## src/rtl/display_scan_driver.sv

```systemverilog
// Four-digit multiplexed countdown display driver: two binary values (0..99) are
// converted to BCD by repeated subtraction and committed only on frame boundaries.
module display_scan_driver #(
  parameter int unsigned REFRESH_DIV = 50000,
  parameter bit          LZ_BLANK    = 1'b1
) (
  input  logic       clk,
  input  logic       rst,
  input  logic [6:0] val_a,
  input  logic [6:0] val_b,
  input  logic       load,
  output logic       busy,
  output logic [3:0] digit_code,
  output logic [3:0] an
);

  localparam int unsigned CW = (REFRESH_DIV > 1) ? $clog2(REFRESH_DIV) : 1;
  localparam logic [CW-1:0] LAST = CW'(REFRESH_DIV - 1);
  localparam logic [3:0] BLANK = 4'd10;

  typedef enum logic [1:0] {
    S_IDLE,
    S_CONV,
    S_PEND
  } state_t;

  state_t state, state_n;

  logic [CW-1:0] cnt;
  logic [1:0]    idx;
  logic [1:0]    idx_n;
  logic          tick;
  logic          frame_end;

  logic [6:0] rem_a, rem_b;
  logic [3:0] tens_a, tens_b;
  logic [3:0] disp   [4];
  logic [3:0] disp_n [4];

  logic capture, step, commit;

  function automatic logic [6:0] sat99(input logic [6:0] v);
    return (v > 7'd99) ? 7'd99 : v;
  endfunction

  function automatic logic [3:0] tens_code(input logic [3:0] t);
    return (LZ_BLANK && (t == 4'd0)) ? BLANK : t;
  endfunction

  assign tick      = (cnt == LAST);
  assign frame_end = tick && (idx == 2'd3);
  assign idx_n     = idx + 2'd1;

  // Conversion control FSM
  always_ff @(posedge clk) begin
    if (rst) state <= S_IDLE;
    else     state <= state_n;
  end

  always_comb begin
    state_n = state;
    capture = 1'b0;
    step    = 1'b0;
    commit  = 1'b0;
    case (state)
      S_IDLE: begin
        if (load) begin
          capture = 1'b1;
          state_n = S_CONV;
        end
      end
      S_CONV: begin
        if ((rem_a < 7'd10) && (rem_b < 7'd10)) state_n = S_PEND;
        else                                     step    = 1'b1;
      end
      S_PEND: begin
        if (frame_end) begin
          commit  = 1'b1;
          state_n = S_IDLE;
        end
      end
      default: state_n = S_IDLE;
    endcase
  end

  // Next display contents; the output register reads this so the committing
  // tick already presents the new tens digit in slot 0.
  always_comb begin
    for (int unsigned i = 0; i < 4; i++) disp_n[i] = disp[i];
    if (commit) begin
      disp_n[0] = tens_code(tens_a);
      disp_n[1] = rem_a[3:0];
      disp_n[2] = tens_code(tens_b);
      disp_n[3] = rem_b[3:0];
    end
  end

  // Subtract-by-ten BCD datapath and display registers
  always_ff @(posedge clk) begin
    if (rst) begin
      rem_a  <= '0;
      rem_b  <= '0;
      tens_a <= '0;
      tens_b <= '0;
      busy   <= 1'b0;
      for (int unsigned i = 0; i < 4; i++) disp[i] <= BLANK;
    end else begin
      if (capture) begin
        rem_a  <= sat99(val_a);
        rem_b  <= sat99(val_b);
        tens_a <= '0;
        tens_b <= '0;
        busy   <= 1'b1;
      end
      if (step) begin
        if (rem_a >= 7'd10) begin
          rem_a  <= rem_a - 7'd10;
          tens_a <= tens_a + 4'd1;
        end
        if (rem_b >= 7'd10) begin
          rem_b  <= rem_b - 7'd10;
          tens_b <= tens_b + 4'd1;
        end
      end
      if (commit) busy <= 1'b0;
      for (int unsigned i = 0; i < 4; i++) disp[i] <= disp_n[i];
    end
  end

  // Scan timing and registered outputs
  always_ff @(posedge clk) begin
    if (rst) begin
      cnt        <= '0;
      idx        <= '0;
      digit_code <= BLANK;
      an         <= 4'b1110;
    end else begin
      cnt <= tick ? '0 : cnt + CW'(1);
      if (tick) begin
        idx        <= idx_n;
        an         <= ~(4'b0001 << idx_n);
        digit_code <= disp_n[idx_n];
      end
    end
  end

endmodule

```

## config.mk

```make
export PLATFORM = sky130hd
export DESIGN_NAME = display_scan_driver
export DESIGN_NICKNAME = d
export VERILOG_FILES = /design/src/rtl/display_scan_driver.sv
export SDC_FILE = /design/constraint.sdc
export NUM_CORES = 1
export LEC_CHECK = 0
export CAP_MARGIN = 30
export CORE_ASPECT_RATIO = 0.6
export CORE_MARGIN = 2
export CORE_UTILIZATION = 48
export CTS_CLUSTER_DIAMETER = 60
export DETAILED_ROUTE_END_ITERATION = 8
export PLACE_DENSITY = 0.72
export SLEW_MARGIN = 20
export SYNTH_ARGS = -nofsm -noshare
export SYNTH_HDL_FRONTEND = slang
export SYNTH_SLANG_ARGS = --single-unit
```

## constraint.sdc

```tcl
create_clock -name clk -period 2.6 [get_ports clk]
set_input_delay 0.78 -clock clk [delete_from_list [all_inputs] [get_ports clk]]
set_output_delay 0.78 -clock clk [all_outputs]
set_load 0.02 [all_outputs]
```

# Word-level counts from Yosys, hierarchy flattened
# Memory sizes are Yosys's and may differ from the RTL's.
# Cells that the tools add are included.
[totals]
memories = 1
mem_bits_rw = 16
output_inout_bits = 9
register_bits = 51
[classes]
reduce_logical = 8
shift = 1
addsub = 6
mux = 37
bitwise_logic = 6
eq_ne = 7
n_lt_le_gt_ge = 7
[memory_table]
columns = ["name", "words", "word_bits", "read_ports", "rd_clocked_by_memory_dff", "write_ports", "line", "rtl"]
rows = [
  ["disp", 4, 4, 4, 0, 4, "37", "logic [3:0] disp [4];"],
]
[op_table]
columns = ["op", "count"]
rows = [
  ["$mux W4", 14],
  ["$mux W7", 8],
  ["$add A16 B1 Y16 const B", 1],
  ["$eq A16 B16 Y1 const B", 1],
  ["$mux W16", 1],
  ["$ge A7 B4 Y1 const B", 2],
  ["$gt A7 B7 Y1 const B", 2],
  ["$lt A7 B4 Y1 const B", 2],
  ["$sub A7 B4 Y7 const B", 2],
  ["$mux W1", 9],
  ["$add A4 B1 Y4 const B", 2],
  ["$bmux W4 S2", 1],
  ["$logic_not A4 Y1", 2],
  ["$mux W2", 3],
  ["$ne A2 B2 Y1 const B", 3],
  ["$pmux W2 S3", 1],
  ["$eq A2 B2 Y1 const B", 2],
  ["$not A4 Y4", 1],
  ["$or A1 B1 Y1", 4],
  ["$reduce_or A2 Y1", 2],
  ["$shl A1 B2 Y4 const A", 1],
  ["$ge A3 B3 Y1 const B", 1],
  ["$not A2 Y3", 1],
  ["$reduce_and A3 Y1", 1],
  ["4 further kinds", 5],
]

# Longest topological paths before layout
[depth]
word_depth = 8
depth_mapped = 9
ltp_nobuf = 8

# Worst setup path before layout
# Ideal clock, no wire load.
[synth_path]
path_kind = "register -> register"
from = "register cnt[0]"
to = "register digit_code[0]"
path_stages_with_launch = 10
setup_slack_ps = 572
synth_period_minus_slack_ps = 2028
required_time_ps = 2483
arrival_time_ps = 1911
cell_sequence = "dfxtp_1 -> ha_1 -> and3_1 -> and4_1 -> buf_2 -> nor2b_4 -> buf_6 -> mux2i_1 -> nand3_1 -> a32o_1"
[synth_between]
elab_chain_len = 8
[synth_lines]
columns = ["element", "line", "rtl"]
rows = [
  ["from (decl)", "29", "logic [CW-1:0] cnt;"],
  ["from (signal assigned)", "138", "cnt <= tick ? '0 : cnt + CW'(1);"],
  ["$eq A16 B16 Y1 (*)", "50", "assign tick = (cnt == LAST);"],
  ["$logic_and A1 B1 Y1", "51", "assign frame_end = tick && (idx == 2'd3);"],
  ["$mux W1", "77", "if (frame_end) begin"],
  ["$mux W1", "65", "case (state)"],
  ["$mux W16", "90", "if (commit) begin"],
  ["$bmux W4 S2", "142", "digit_code <= disp_n[idx_n];"],
  ["$mux W4 (implied by the code) (2 in a row)", "142", ""],
  ["to (signal assigned)", "142", ""],
  ["to (decl)", "13", "output logic [3:0] digit_code,"],
]
# Every way passes the cells marked *; elsewhere a longest branch is shown, timed or not. The select of a mux whose other input is x is not followed.
# A chain may end at the register's enable or synchronous reset.

==> impl_metrics.ini <==
[sta]
clock_skew_ps = 10.3
max-slew-margin-rel_pct = 65.6
finalSetupViolCount = 0
fin_tns_setup_ps = 0
min_period_ps = 2250
hold_viol_final = 0
worst_pin_slew_ps = 516
drv_slew = 0
fin_crit_sh_pct = 86.4
timing.fmax_ghz = 0.445
rsz0062_at_grt = false

[logic_synthesis]
ys_warn_count = 0
syn_nets = 427
synth.area.mux_share_pct = 4.98
synth_edf_count = 0
netlist_top_cells_area = dfxtp_1, nor2_1, a21oi_1, nand2_1, ha_1
synth_ff_type = dfxtp_1
yosysUniqueCellTypes = 56
synth_xor_area_share_pct = 4.46
netlist_area_um2 = 3340
yosys.area.top_type = dfxtp_1
ys_ff_latch = 67
synthCells = 399
yosysTopAreaCellShare_pct = 40.2
synthSimpleGateAreaFrac_pct = 25.4
seq_area_frac_synth_pct = 40.2
synth_adder_area_share_pct = 4.12
synth-compound-area-share_pct = 16.0
synth.avg_cell_area_um2 = 8.37
synth_top_family_by_area = simple AND/OR/NAND/NOR gates
synth_async_sr_flop_share_pct = 0

[critical_path]
crit_path_start_kind = register
reg2reg_to = disp[0][0]
cp_data_required_time_ps = 2860
critPathKind = reg2reg
rr_worst_depth = 6
timing.rr.start = idx[0]
path_delay_family = simple AND/OR/NAND/NOR gates
slowest_delay_ps = 580
cp_cell_sequence = ha_1 -> nand2_2 -> or2_1 -> buf_4 -> or3_1 -> a21oi_1
startpoint = idx[0]
worstPathMaxFanout = 18
crit_path_end_kind = register
cp_slowest_cell = dfxtp_1
r2r_slack_ps = 350
arrival_ps = 2510
path_buf_inv = 1

[clocking]
clkTransAtPathRegs_ps = 60
worstSkewPairLatency_ps = 340
hold_buffers = 0
post-cts-setup-buffer-count = 0
clockRootBuffer = clkbuf_16
ctsResizeCount = 0
cts_sinks = 67
max-clock-path-buffers = 2
cts_max_level = 3
cts_tree = yes
cts_made_buffers = 9

[layout]
fin_area_um2 = 4030
n_fill_cell = 597
seq_area_um2 = 1340
antenna_cells = 0
layout_commonest_cell = dfxtp_1
multi_input_area_um2 = 1840
finalNonFillerCells = 520
final_cell_mix = dfxtp_1, nor2_1, nand2_1
final_net_count = 456
syn2layout_area_growth_pct = 20.8
layout-drive-gt1-share_pct = 10.4

[placed_design]
place_inst = 504
dpl.hpwl_mm = 5.67
globalplace.congestion = 0.828
dpl_cell_area_um2 = 3710
portBuffers = 25

[power]
ir_drop_uv = 647
p_leak_nw = 1.47
power.density_nw_per_um2 = 693

[hold_path]
min_delay_path_depth = 1
hold_start = an[2]
hold_path_end = an[2]
hold_class = reg2reg

[die]
io_pins = 26
row_count = 23
die_x_um = 112
initial_utilization_pct = 49.8
die_y_um = 68.6
core-area_um2 = 6710
design.die.area_um2 = 7660

[route]
drtPass1Iterations = 4
ant_nets = 0
wl_mm = 7.83
drt_iter0_markers = 207
drc = 0
vias = 2908
via_per_inst = 5.59
routedWlPerCell_um = 15.1

[global_routing]
track_usage_pct = 21.9
grt_max_degree = 45
grt_pass1_wl_mm = 13.0
first_global_vias = 2720
grt.overflow.total = 0
antenna_found_initial = 0

[run]
maxCapViolCount = 0

[outcome]
status = finished clean
[where the power goes]
group	switching (mW)	internal, mW	leakage (nW)
registers	0.0593	1.08	0.544
logic	0.201	0.170	0.764
clock network	0.452	0.836	0.159
[cell families (layout without fill, tap and decap cells)]
logic type,Yosys count,count (layout)
multiplexers,12,12
AND/OR/NAND/NOR,171,171
XOR/XNOR,17,17
adder cells (fa/ha/maj),11,11
flip-flops,67,67
AO/OA/AOI/OAI,83,83
buffers and inverters,38,72
[sequential cells by signal, indices dropped and copies added (netlist names), 4 cells and up]
| name | cells |
|---|---|
| cnt | 16 |
| rem_b | 7 |
| tens_b | 4 |
| an | 4 |
| tens_a | 4 |
| disp | 16 |
| digit_code | 4 |
| rem_a | 7 |
[worst max-delay path by stage]
stage | slack [ps] | end | cells past startpoint
detailed placement | 380 | disp[0][0] | 6
finish | 350 | disp[0][0] | 6
global placement | 420 | rem_b[3] | 5
floorplan | 570 | digit_code[0] | 9
CTS | 360 | disp[0][0] | 6
global route | 170 | disp[0][0] | 6
[metrics by stage]
stage | util [%] | worst slack [ps] | power, mW | hold WS (ps)
after floorplan | - | 572 | 1.40 | 428
after global placement | 55.4 | 423 | 1.51 | 439
after detailed placement | 55.4 | 378 | 1.52 | 450
after CTS | 60.1 | 361 | 2.82 | 462
after global routing | 60.1 | 170 | 2.91 | 485
final | 60.1 | 353 | 2.80 | 459
[per-layer routing]
layer / track usage [%] / vias to the layer above / part of all wire [%]
met5: 0 / - / 0
met4: 7.25 / 0 / 0.59
met3: 7.34 / 5 / 6.2
met2: 33.1 / 73 / 41
met1: 29.8 / 1375 / 52
li1: - / 1455 / -
[worst reg2reg max path: stages (launching register included)]
cell and delay (ps):
dfxtp_1 580, ha_1 310, nand2_2 220, or2_1 340, buf_4 220, or3_1 360, a21oi_1 140
[synthesized netlist by cell type, types with 5 or more instances]
cell and count:
dfxtp_1 67, nor2_1 55, nand2_1 37, a21oi_1 28, inv_1 18, nand3_1 17
o21ai_0 16, xnor2_1 13, nor3_1 12, ha_1 11, clkbuf_1 10, nand2b_1 9
or3_1 9, a211o_1 7, a31oi_1 7, and3_1 7, buf_2 6, mux2i_1 5
[cell type report]
| type | count | area share, % |
|---|---|---|
| multi-input combinational | 294 | 45.5 |
| sequential | 67 | 33.3 |
| timing repair buffer | 38 | 8.94 |
| clock buffer | 9 | 5.58 |
| tap | 87 | 2.70 |
| clock inverter | 7 | 2.30 |
| inverter | 18 | 1.68 |
Note: power is estimated with default switching activity, not from simulation.
